<file path="src/rtl/aes_block_stream.sv">
// rtl/aes_block_stream.sv - 32-bit word stream to 128-bit AES core adapter
//
// Purpose:
//   Packs four 32-bit plaintext words into a 128-bit block, queues blocks in
//   a DEPTH-entry FIFO, launches each block to the AES core, waits for the
//   ciphertext and unpacks it into four 32-bit output words. Supervises the
//   core with a timeout and an error flag, and counts completed blocks.
//
// Parameters:
//   DEPTH   - FIFO depth in 128-bit blocks (power of two, >= 1)
//   TIMEOUT - maximum cycles spent waiting for the core before abort
//
// Ports:
//   clk, resetn                    clock, asynchronous active-low reset
//   in_valid/in_ready/in_data      plaintext word stream (MSW of block first)
//   out_valid/out_ready/out_data   ciphertext word stream (MSW first)
//   out_last                       marks the fourth word of a block
//   aes_pt_valid, aes_pt           one-cycle launch pulse and block to core
//   aes_ct_rdy, aes_ct             core ciphertext ready level and data
//   aes_key_ready, aes_error       core key-expansion done, core error
//   clr_err                        clears both sticky error flags
//   busy                           FSM active or FIFO non-empty
//   err_timeout, err_aes           sticky supervision flags
//   blocks_done                    count of fully drained blocks (wraps)

module aes_block_stream #(
  parameter int DEPTH   = 2,
  parameter int TIMEOUT = 1024
) (
  input  logic         clk,
  input  logic         resetn,
  input  logic         in_valid,
  output logic         in_ready,
  input  logic [31:0]  in_data,
  output logic         out_valid,
  input  logic         out_ready,
  output logic [31:0]  out_data,
  output logic         out_last,
  output logic         aes_pt_valid,
  output logic [127:0] aes_pt,
  input  logic         aes_ct_rdy,
  input  logic [127:0] aes_ct,
  input  logic         aes_key_ready,
  input  logic         aes_error,
  input  logic         clr_err,
  output logic         busy,
  output logic         err_timeout,
  output logic         err_aes,
  output logic [15:0]  blocks_done
);

  localparam int PW = (DEPTH > 1) ? $clog2(DEPTH) : 1;
  localparam int CW = $clog2(DEPTH + 1);
  localparam int TW = (TIMEOUT > 1) ? $clog2(TIMEOUT) : 1;

  typedef enum logic [1:0] {
    S_IDLE   = 2'd0,
    S_LAUNCH = 2'd1,
    S_WAIT   = 2'd2,
    S_DRAIN  = 2'd3
  } state_t;

  state_t         state_q, state_d;
  logic [1:0]     wcnt_q, wcnt_d;
  logic [95:0]    pack_q, pack_d;
  logic [127:0]   mem [DEPTH];
  logic [PW-1:0]  wptr_q, wptr_d;
  logic [PW-1:0]  rptr_q, rptr_d;
  logic [CW-1:0]  count_q, count_d;
  logic           in_ready_q;
  logic           key_q;
  logic [127:0]   pt_q, pt_d;
  logic           armed_q, armed_d;
  logic [TW-1:0]  timer_q, timer_d;
  logic [127:0]   ct_q, ct_d;
  logic [1:0]     idx_q, idx_d;
  logic [15:0]    done_q, done_d;
  logic           err_to_q, err_to_d;
  logic           err_aes_q, err_aes_d;
  logic           set_to, set_aes;
  logic           accept, push, pop;

  // ---------------------------------------------------------------------
  // Packer
  // ---------------------------------------------------------------------
  assign accept = in_valid && in_ready_q;
  assign push   = accept && (wcnt_q == 2'd3);

  always_comb begin
    wcnt_d = wcnt_q;
    pack_d = pack_q;
    if (accept) begin
      wcnt_d = wcnt_q + 2'd1;
      case (wcnt_q)
        2'd0:    pack_d[95:64] = in_data;
        2'd1:    pack_d[63:32] = in_data;
        2'd2:    pack_d[31:0]  = in_data;
        default: ;
      endcase
    end
  end

  // ---------------------------------------------------------------------
  // Block FIFO
  // ---------------------------------------------------------------------
  // Launch requires the key-ready level on two consecutive cycles, so the
  // first launch after key expansion lands two cycles after it completes.
  assign pop = (state_q == S_IDLE) && (count_q != '0) && key_q && aes_key_ready;

  always_comb begin
    wptr_d = wptr_q;
    rptr_d = rptr_q;
    if (push) begin
      wptr_d = (wptr_q == PW'(DEPTH - 1)) ? '0 : wptr_q + 1'b1;
    end
    if (pop) begin
      rptr_d = (rptr_q == PW'(DEPTH - 1)) ? '0 : rptr_q + 1'b1;
    end
  end

  always_comb begin
    count_d = count_q;
    if (push && !pop) begin
      count_d = count_q + 1'b1;
    end else if (!push && pop) begin
      count_d = count_q - 1'b1;
    end
  end

  always_ff @(posedge clk) begin
    if (push) begin
      mem[wptr_q] <= {pack_q, in_data};
    end
  end

  // ---------------------------------------------------------------------
  // Launch / wait / drain FSM
  // ---------------------------------------------------------------------
  always_comb begin
    state_d = state_q;
    pt_d    = pt_q;
    armed_d = armed_q;
    timer_d = timer_q;
    ct_d    = ct_q;
    idx_d   = idx_q;
    done_d  = done_q;
    set_to  = 1'b0;
    set_aes = 1'b0;
    case (state_q)
      S_IDLE: begin
        if (pop) begin
          pt_d    = mem[rptr_q];
          armed_d = 1'b0;
          state_d = S_LAUNCH;
        end
      end
      S_LAUNCH: begin
        timer_d = '0;
        state_d = S_WAIT;
      end
      S_WAIT: begin
        timer_d = timer_q + 1'b1;
        // A ready level still high from the previous block must be seen low
        // once before it can be trusted for this block.
        if (!aes_ct_rdy) begin
          armed_d = 1'b1;
        end
        if (aes_error) begin
          set_aes = 1'b1;
          state_d = S_IDLE;
        end else if (timer_q == TW'(TIMEOUT - 1)) begin
          set_to  = 1'b1;
          state_d = S_IDLE;
        end else if (armed_q && aes_ct_rdy) begin
          ct_d    = aes_ct;
          idx_d   = 2'd0;
          state_d = S_DRAIN;
        end
      end
      S_DRAIN: begin
        if (out_ready) begin
          idx_d = idx_q + 2'd1;
          if (idx_q == 2'd3) begin
            done_d  = done_q + 16'd1;
            state_d = S_IDLE;
          end
        end
      end
      default: state_d = S_IDLE;
    endcase
  end

  // clr_err wins over a set in the same cycle.
  always_comb begin
    err_to_d  = clr_err ? 1'b0 : (err_to_q  | set_to);
    err_aes_d = clr_err ? 1'b0 : (err_aes_q | set_aes);
  end

  // ---------------------------------------------------------------------
  // State registers
  // ---------------------------------------------------------------------
  always_ff @(posedge clk or negedge resetn) begin
    if (!resetn) begin
      state_q    <= S_IDLE;
      wcnt_q     <= '0;
      pack_q     <= '0;
      wptr_q     <= '0;
      rptr_q     <= '0;
      count_q    <= '0;
      in_ready_q <= 1'b0;
      key_q      <= 1'b0;
      pt_q       <= '0;
      armed_q    <= 1'b0;
      timer_q    <= '0;
      ct_q       <= '0;
      idx_q      <= '0;
      done_q     <= '0;
      err_to_q   <= 1'b0;
      err_aes_q  <= 1'b0;
    end else begin
      state_q    <= state_d;
      wcnt_q     <= wcnt_d;
      pack_q     <= pack_d;
      wptr_q     <= wptr_d;
      rptr_q     <= rptr_d;
      count_q    <= count_d;
      // Registered from the next count: a pop never opens space for a push
      // in the same cycle.
      in_ready_q <= (count_d != CW'(DEPTH));
      key_q      <= aes_key_ready;
      pt_q       <= pt_d;
      armed_q    <= armed_d;
      timer_q    <= timer_d;
      ct_q       <= ct_d;
      idx_q      <= idx_d;
      done_q     <= done_d;
      err_to_q   <= err_to_d;
      err_aes_q  <= err_aes_d;
    end
  end

  // ---------------------------------------------------------------------
  // Outputs
  // ---------------------------------------------------------------------
  always_comb begin
    out_data = '0;
    case (idx_q)
      2'd0:    out_data = ct_q[127:96];
      2'd1:    out_data = ct_q[95:64];
      2'd2:    out_data = ct_q[63:32];
      default: out_data = ct_q[31:0];
    endcase
  end

  assign in_ready     = in_ready_q;
  assign out_valid    = (state_q == S_DRAIN);
  assign out_last     = (state_q == S_DRAIN) && (idx_q == 2'd3);
  assign aes_pt_valid = (state_q == S_LAUNCH);
  assign aes_pt       = pt_q;
  assign busy         = (state_q != S_IDLE) || (count_q != '0);
  assign err_timeout  = err_to_q;
  assign err_aes      = err_aes_q;
  assign blocks_done  = done_q;

endmodule

</file>
<file path="config.mk">
export PLATFORM = sky130hd
export DESIGN_NAME = aes_block_stream
export DESIGN_NICKNAME = d
export VERILOG_FILES = /design/src/rtl/aes_block_stream.sv
export SDC_FILE = /design/constraint.sdc
export NUM_CORES = 1
export LEC_CHECK = 0
export ABC_AREA = 0
export BUFFER_PORTS_ARGS = -buffer_cell sky130_fd_sc_hd__buf_2
export CAP_MARGIN = 15
export CORE_AREA = 3 3 179 269
export DETAILED_ROUTE_END_ITERATION = 10
export DIE_AREA = 0 0 182 272
export PLACE_DENSITY = 0.85
export SLEW_MARGIN = 10
export SYNTH_ARGS = -nofsm -noshare
export SYNTH_HDL_FRONTEND = slang
export SYNTH_SLANG_ARGS = --single-unit
</file>
<file path="constraint.sdc">
create_clock -name clk -period 7.8 [get_ports clk]
set_input_delay 0.39 -clock clk [delete_from_list [all_inputs] [get_ports clk]]
set_output_delay 0.39 -clock clk [all_outputs]
set_load 0.05 [all_outputs]
</file>
* After elaboration in Yosys (flattened, before gate mapping)
Memories as Yosys holds them, arrays and structs flattened. A register that Yosys moved wholly into a read port is not among the register bits.
Index checks and enable logic that the tools add are counted.
** Cells by class
- $add $sub $neg :: 8
- Equality and inequality tests :: 19
- Muxes and demuxes :: 30
- Bitwise logic cells :: 4
- Reduce and logical (&&, ||, !) cells :: 30
** Operator list (number)
- one-hot mux 32 bit (3 select lines) :: 1
- two-way mux 2 bit :: 12
- one-hot mux 10 bit (2 select lines) :: 1
- adder 16 x 1 -> 16 bit, second input constant :: 1
- two-way mux 1 bit :: 13
- == test 2 bit, second input constant :: 6
- != test 2 bit, second input constant :: 6
- adder 10 x 1 -> 10 bit, second input constant :: 1
- == test 10 bit, second input constant :: 1
- nonzero test 2 bit :: 5
- logical AND 1 bit :: 9
- one-hot mux 2 bit (4 select lines) :: 1
- AND reduction 2 bit :: 4
- AND reduction 4 bit :: 2
- adder 2 x 1 -> 2 bit, second input constant :: 3
- == test 2 x 1 -> 1 bit, second input constant :: 3
- zero test 2 bit :: 3
- AND reduction 3 bit :: 2
- AND reduction 5 bit :: 1
- != test 2 x 1 -> 1 bit, second input constant :: 2
- != test 4 bit, second input constant :: 1
- one-hot mux 2 bit (2 select lines) :: 1
- zero test 1 bit :: 3
- adder 1 bit, second input constant :: 2
- 5 further kinds :: 7
** Storage, ports and cells
- Bits in registers :: 265
- RAM bits :: 256
- Bits of input ports :: 168
- Output and inout port bits :: 183
- Logic and storage cells :: 109
- Memories :: 1
** Memories
- mem :: depth 2, bits a word 128, rd ports 1, clocked after memory_dff 1, write ports 1, line 66 : logic [127:0] mem [DEPTH];

* Depth between registers and ports, before layout
Gate-level depths: netlist of the first run.
- Word-level depth :: 8
- Gate-level depth with buffers :: 8
- Depth with buffers taken out :: 6

* Worst setup path before layout of the first run
No wires, ideal clock.
- Kind :: flip-flop to flip-flop
- From :: register in_ready_q, in the netlist in_ready
- To :: memory mem[0][0] (enable)
- Library setup time :: 617 ps
- Arrival :: 6369 ps
- Required time :: 7183 ps
- Slack :: 814 ps
- Cell stages (with the launch flop) :: 3
- Buffers on the path :: 0
- Clock period less this slack :: 6986 ps
- Cell sequence :: dfrtp_1 -> nand3_1 -> nor2_1
** Between the ends
- Word-level cells in the longest chain between the ends :: 4
** Ends and longest elaborated chain
- start, declared :: line 70 : logic in_ready_q;
- start signal, assigned :: line 229 : in_ready_q <= (count_d != CW'(DEPTH));
- logical AND 1 bit :: line 86 : assign accept = in_valid && in_ready_q;
- logical AND 1 bit :: line 87 : assign push = accept && (wcnt_q == 2'd3);
- two-way mux 1 bit :: line 131 : if (push) begin
- two-way mux 1 bit (not written as such) :: line 132 : mem[wptr_q] <= {pack_q, in_data};
- end, declared :: line 66
Every way passes these cells.

* Worst setup path after layout of the first run
- From :: register state_q[0]
- To :: register ct_q[4]
** Between the ends
- Word-level cells in the longest chain between the ends :: 2
** Ends and longest elaborated chain
- start, declared :: line 63 : state_t state_q, state_d;
- start signal, assigned :: line 221 : state_q <= state_d;
- == test 2 bit :: line 149 : case (state_q)
- AND reduction 4 bit (no line)
- end signal, assigned :: line 234 : ct_q <= ct_d;
- end, declared :: line 75 : logic [127:0] ct_q, ct_d;
Every way passes these cells.
A chain may end at the register's enable or synchronous reset.

==> results of run 1 <==
[cell families after synthesis]
family / Yosys count
AO/OA/AOI/OAI: 189
XOR/XNOR: 22
adder cells (fa/ha/maj): 16
buffers and inverters: 127
flip-flops: 649
multiplexers: 388
AND/OR/NAND/NOR: 212
[sequential cells by signal, indices dropped and copies added, names as in the netlist]
register and count:
count_q 2, aes_pt 128, pack_q 96, wptr_q 1, err_timeout 1, in_ready 1
ct_q 128, blocks_done 16, wcnt_q 2, mem 256, timer_q 10, idx_q 2
err_aes 1, key_q 1, rptr_q 1, state_q 2, armed_q 1
[cells in the final DEF (no fill, tap or decap), types with 3 or more instances in the layout]
cell type	count
a21oi_1	5
xor2_1	5
clkinv_2	12
bufinv_16	7
mux2_2	106
clkinv_1	5
a222oi_1	32
mux2i_1	162
nor2_1	11
a21o_1	3
ha_1	15
clkbuf_8	7
xnor2_1	17
nor4_1	4
buf_2	349
buf_4	16
clkbuf_1	10
inv_1	43
nand2_1	152
o21ai_0	136
dfrtp_1	392
nand4_1	8
nor2b_1	3
and3_1	8
and2_1	3
edfxtp_1	256
dlygate4sd3_1	22
mux2_4	120
nand3_1	8
nor2_4	3
clkbuf_16	57
nand3_2	3
[how the worst max path moves through the flow]
| stage | from | endpoint | slack, ns | cells after the start |
|---|---|---|---|---|
| CTS | state_q[0] | ct_q[4] | 4.13 | 7 |
| global route | state_q[0] | ct_q[4] | 3.85 | 7 |
| global placement | state_q[0] | ct_q[127] | 4.25 | 7 |
| finish | state_q[0] | ct_q[4] | 4.04 | 7 |
| floorplan | in_ready | mem[0][0] | 0.81 | 2 |
| detailed placement | state_q[0] | ct_q[4] | 4.11 | 7 |
[critical path, stage by stage (launching register included)]
cell     delay [ns]
dfrtp_1        0.42
inv_1          0.14
ha_1           0.43
nor2b_1        0.30
o31ai_2        0.15
nor2_4         0.71
buf_4          0.97
mux2_2         0.42
[cells in the mapped netlist, types with 8 or more instances]
cell type | count | area, µm²
a222oi_1 | 32 | 320
and3_1 | 8 | 50.1
buf_1 | 8 | 30.0
buf_2 | 25 | 125
buf_6 | 14 | 158
clkbuf_1 | 36 | 135
dfrtp_1 | 393 | 9830
edfxtp_1 | 256 | 7690
ha_1 | 16 | 200
inv_1 | 43 | 161
mux2_2 | 106 | 1190
mux2_4 | 120 | 1800
mux2i_1 | 162 | 1620
nand2_1 | 152 | 571
nand3_1 | 11 | 55.1
nand4_1 | 8 | 50.1
nor2_1 | 14 | 52.6
o21ai_0 | 136 | 681
xnor2_1 | 17 | 149
[stage by stage]
stage                      util  setup WS [ns]  power (mW)
after floorplan               -          0.814        7.99
after global placement    0.599           4.25        8.86
after detailed placement  0.599           4.11        9.06
after CTS                 0.645           4.13        12.0
after global routing      0.646           3.85        12.4
final                     0.646           4.04        11.9
[cell type report]
cell class	instances	area share
inverters	43	0.00545
repair buffers	390	0.0723
multi-input cells	827	0.241
well taps	588	0.0248
clock buffers	74	0.0527
clock inverters	30	0.0124
flip-flops and latches	649	0.592
diodes	2	0.000169
[metal layers]
metal,vias to the layer above,routed length (µm),GRT usage
met5,-,13,0
met4,2,2490,0.0949
met3,144,3620,0.0441
met2,588,27800,0.381
met1,7340,20300,0.255
li1,6536,-,-
[report_power, final]
group,total [mW],internal (mW),switching [mW]
Clock,2.87,1.65,1.22
Sequential,5.26,4.66,0.598
Combinational,3.77,1.22,2.54
==> flow_metrics.py, run 1 <==
metrics = {
    "sta": {
        "setup_tns_ns": 0,
        "finalHoldViolations": 0,
        "worst_pin_slew_ns": 1.15,
        "setup_viol": 0,
        "finalClockSkew_ns": 0.0174,
        "maxSlewViolCount": 0,
        "max_slew_margin": 0.232,
        "hold_slack_ns": 0.0224,
        "grt_setup_unrepaired": "no",
        "timing.fmax_mhz": 266,
        "min_period_ns": 3.76,
        "post-route-period-util": 0.482,
    },
    "global_routing": {
        "grt_max_degree": 259,
        "grt.total_usage": 0.216,
        "grt_pass1_vias": 15600,
        "antenna_found_initial": 3,
        "grt_pass1_wl_um": 84900,
        "grt_overflow_total": 0,
    },
    "synth": {
        "synth-adder-area-share": 0.00794,
        "syn-num-nets": 1787,
        "yosysSeqAreaShare": 0.695,
        "synth_top_family_by_area": "multiplexers",
        "synth_cells": 1603,
        "ys_seq_elements": 649,
        "synthSimpleGateAreaFrac": 0.0364,
        "synth_compound_area_frac": 0.0459,
        "synth_edf_count": 256,
        "synth_area_per_cell_um2": 15.7,
        "synth_xor_xnor_area_share": 0.00764,
        "syn_area_um2": 25200,
        "synth-async-reset-ratio": 0.606,
        "ys_types": 43,
        "yosysWarningCount": 0,
        "muxShareOfSynthArea": 0.183,
        "synth-main-ff-cell": "dfrtp_1",
    },
    "placed_design": {
        "placed_cell_area_um2": 27500,
        "dp_cells": 2475,
        "gp_congestion": 0.844,
        "io_buffers": 350,
        "dpl.hpwl_um": 34300,
    },
    "routing": {
        "ant_nets": 0,
        "wire_per_inst_um": 20.8,
        "drtPass1Iterations": 9,
        "vias_per_cell": 5.61,
        "drtIter0Drc": 1130,
        "vias": 14600,
        "drc": 0,
        "wirelength_um": 54300,
    },
    "floorplanning": {
        "dieArea_um2": 49500,
        "die_y_um": 272,
        "rows": 96,
        "start_util": 0.550,
        "die_w_um": 182,
        "num_io_pins": 351,
        "core-area_um2": 45900,
    },
    "finish": {
        "area_growth_pct": 17.5,
        "multi_input_area_um2": 7130,
        "regArea_um2": 17500,
        "fin_nets": 2151,
        "fill_cells": 3099,
        "stdcell_count": 2603,
        "drive_above_1_share": 0.345,
        "final_cell_area_um2": 29600,
    },
    "critical_path": {
        "cp.arrival_ns": 4.24,
        "crit_path_end_kind": "register",
        "rr_startpoint": "state_q[0]",
        "r2r_end": "ct_q[4]",
        "worst-endpoint-required_ns": 8.28,
        "rrSetupSlack_ns": 4.04,
        "r2r_cells": 7,
        "worstPathMaxFanout": 66,
        "start_kind": "register",
        "critPathKind": "reg -> reg",
    },
    "clock_network": {
        "tritoncts": "built",
        "numCtsBuffers": 56,
        "htreeDepth": 2,
        "clk_latency_ns": 0.60,
        "clk_pin_slew_worst_paths_ns": 0.06,
        "cts_num_sinks": 649,
        "post_cts_resized": 0,
        "cts_setup_buffers": 0,
        "clockBufferDepth": 3,
        "cts_root_buf": "clkbuf_16",
        "cts_hold_buf": 21,
    },
    "power": {
        "vdd_drop_max_uv": 216,
        "powerDensity_nw_per_um2": 401,
        "leakagePower_nw": 13.2,
    },
    "worst_hold_path": {
        "hold_path.startpoint": "aes_ct[13]",
        "min_to": "ct_q[13]",
        "holdPathStages": 2,
        "hp-class": "in -> reg",
    },
    "run_status": {
        "status": "finished clean",
    },
    "run": {
        "max_cap_violations": 0,
    },
}
Note: power is estimated with default switching activity, not from simulation.
==> run 2: changes to the inputs <==
--- a/config.mk
+++ b/config.mk
@@ -5,12 +5,12 @@
 export SDC_FILE = /design/constraint.sdc
 export NUM_CORES = 1
 export LEC_CHECK = 0
-export ABC_AREA = 0
+export ABC_AREA = 1
 export BUFFER_PORTS_ARGS = -buffer_cell sky130_fd_sc_hd__buf_2
 export CAP_MARGIN = 15
-export CORE_AREA = 3 3 179 269
+export CORE_AREA = 3 3 181 271
 export DETAILED_ROUTE_END_ITERATION = 10
-export DIE_AREA = 0 0 182 272
+export DIE_AREA = 0 0 184 274
 export PLACE_DENSITY = 0.85
 export SLEW_MARGIN = 10
 export SYNTH_ARGS = -nofsm -noshare
==> constraint.sdc (replaced) <==
create_clock -name clk -period 3.5 [get_ports clk]
set_input_delay 0.175 -clock clk [delete_from_list [all_inputs] [get_ports clk]]
set_output_delay 0.175 -clock clk [all_outputs]
set_load 0.05 [all_outputs]
==> run 2 against run 1 <==
Effect of this change: the flow now finishes with violations (DRC); critical path type is now reg -> out; utilization grew 2.3 points; sequential power grew 130%; clock power rose by 120%; sequential share of layout area down 3.2 points.
==> flow_metrics.py, run 2 <==
metrics = {
    "floorplanning": {
        "num_io_pins": 351,
        "dieArea_um2": 50400,
        "die_y_um": 274,
        "die_w_um": 184,
        "rows": 97,
        "start_util": 0.547,
        "core-area_um2": 46800,
    },
    "synth": {
        "synth_top_area_share": 0.384,
        "syn_area_um2": 25600,
        "synth_cells": 2308,
        "synthSimpleGateAreaFrac": 0.130,
        "synth-adder-area-share": 0.00782,
        "ys_types": 33,
        "synth_xor_xnor_area_share": 0.00513,
        "synth_top_family_by_area": "simple AND/OR/NAND/NOR gates",
        "synth-main-ff-cell": "dfrtp_1",
        "synth_area_leaders": "dfrtp_1 38%, edfxtp_1 30%, nand2_1 9.4%, o21ai_2 4.0%, a31oi_1 3.9%",
        "yosysSeqAreaShare": 0.684,
        "synth_edf_count": 256,
        "yosysTopAreaCell": "dfrtp_1",
        "muxShareOfSynthArea": 0,
        "synth_area_per_cell_um2": 11.1,
        "syn-num-nets": 2492,
        "synth_compound_area_frac": 0.111,
        "yosysWarningCount": 0,
        "ys_seq_elements": 649,
        "synth-async-reset-ratio": 0.606,
        "synthTopCellsByCount": "641 x nand2_1, 393 x dfrtp_1, 256 x edfxtp_1, 209 x inv_1, 190 x nor2_1",
        "yosysMostFrequentCell": "nand2_1",
    },
    "global_routing": {
        "grt_max_degree": 131,
        "grt.total_usage": 0.279,
        "grt_overflow_total": 0,
        "antenna_found_initial": 2,
        "grt_pass1_wl_um": 110000,
        "grt_pass1_vias": 19900,
    },
    "worst_hold_path": {
        "hp-class": "in -> async",
    },
    "finish": {
        "drive_above_1_share": 0.215,
        "final_cell_area_um2": 31300,
        "top_register": "mem",
        "fill_cells": 3061,
        "stdcell_count": 3443,
        "largest_reg_flops": 256,
        "final_util": 0.669,
        "layout_commonest_cell": "nand2_1",
        "fin_nets": 2979,
        "area_growth_pct": 22.3,
        "layout_common_cells": "638 x nand2_1, 392 x dfrtp_1, 349 x buf_2",
    },
    "power": {
        "powerDensity_nw_per_um2": 908,
        "finalPower_mw": 28.4,
        "leakagePower_nw": 14.2,
        "vdd_drop_max_uv": 742,
    },
    "critical_path": {
        "slowest_stage": "ha_1",
        "crit_family": "buffers and inverters",
        "worst-endpoint-required_ns": 3.32,
        "path_cells": "inv_1 > ha_1 > buf_4 > a21oi_1 > a31oi_1 > buf_2",
        "slowest_delay_ns": 0.54,
        "crit_path_end_kind": "output pin",
        "cp.arrival_ns": 2.77,
        "critPathKind": "reg -> out",
        "worstPathMaxFanout": 21,
        "path_buf_inv": 3,
        "start_kind": "register",
    },
    "routing": {
        "vias": 19300,
        "wirelength_um": 70700,
        "drc": 1,
        "ant_nets": 0,
        "vias_per_cell": 5.62,
        "drtIter0Drc": 1727,
        "drtPass1Iterations": 9,
        "wire_per_inst_um": 20.5,
    },
    "clock_network": {
        "cts_root_buf": "clkbuf_16",
        "clk_pin_slew_worst_paths_ns": 0.06,
        "numCtsBuffers": 57,
        "post_cts_resized": 0,
        "htreeDepth": 2,
        "cts_setup_buffers": 0,
        "cts_num_sinks": 649,
        "clockBufferDepth": 3,
        "tritoncts": "built",
        "clk_latency_ns": 0.60,
        "cts_hold_buf": 168,
    },
    "sta": {
        "finalClockSkew_ns": 0.0245,
        "timing.fmax_mhz": 340,
        "grt_setup_unrepaired": "no",
        "hold_slack_ns": 0.242,
        "finalHoldViolations": 0,
        "post-route-period-util": 0.841,
        "worst_pin_slew_ns": 1.12,
        "min_period_ns": 2.94,
        "setup_viol": 0,
        "maxSlewViolCount": 0,
        "max_slew_margin": 0.250,
    },
    "placed_design": {
        "placed_cell_area_um2": 27700,
        "gp_congestion": 0.883,
        "dpl.hpwl_um": 39700,
        "dp_cells": 3162,
        "io_buffers": 350,
    },
    "run_status": {
        "violations": "DRC",
        "status": "complete, but fails checks",
    },
    "run": {
        "max_cap_violations": 0,
    },
}
==> run 2: power by group <==
part / internal (mW) / switching [mW] / total (mW)
combinational: 2.49 / 7.56 / 10.0
clock: 3.57 / 2.86 / 6.43
sequential: 10.4 / 1.52 / 12.0
==> run 2: per-stage QoR <==
stage	setup TNS [ns]	setup WS, ns
CTS	0	0.621
detailed placement	0	0.954
finish	0	0.557
floorplan	-355.56	-1.39
global route	0	0.440
global placement	0	1.05
==> run 2: cell families after synthesis <==
logic type               count (synthesis)
buffers and inverters                  330
AO/OA/AOI/OAI                          440
XOR/XNOR                                15
AND/OR/NAND/NOR                        858
flip-flops                             649
adder cells (fa/ha/maj)                 16
==> run 2: final timing paths <==
kind | slack (ns) | end | depth (start not counted) | start
worst max-delay path | 0.56 | out_data[26] | 6 | idx_q[0]
worst min-delay path | 0.24 | ct_q[100] | 2 | resetn
worst max register to register | 0.78 | ct_q[44] | 9 | timer_q[0]
worst min register to register | 0.46 | mem[1][104] | 0 | pack_q[72]
max in group asynchronous | 2.27 | ct_q[1] | 3 | resetn
min in group clk | 0.31 | mem[1][16] | 2 | in_data[16]
==> run 2: cell type report <==
cell class                      count  area [µm²]  share of cell area
Multi-Input combinational cell   1329        6540               0.209
Timing Repair Buffer              547        3790               0.121
Inverter                          211         802              0.0256
Antenna cell                        5        12.5            0.000399
Tap cell                          594         743              0.0237
Sequential cell                   649       17500               0.559
Clock buffer                       64        1500              0.0480
Clock inverter                     44         414              0.0132
==> run 2: routing by layer <==
layer | vias up | global-route usage | wire [µm]
met1 | 9398 | 0.318 | 24100
met5 | - | 0 | 0
li1 | 8593 | - | -
met2 | 1084 | 0.483 | 35900
met3 | 272 | 0.0877 | 7170
met4 | 0 | 0.123 | 3510
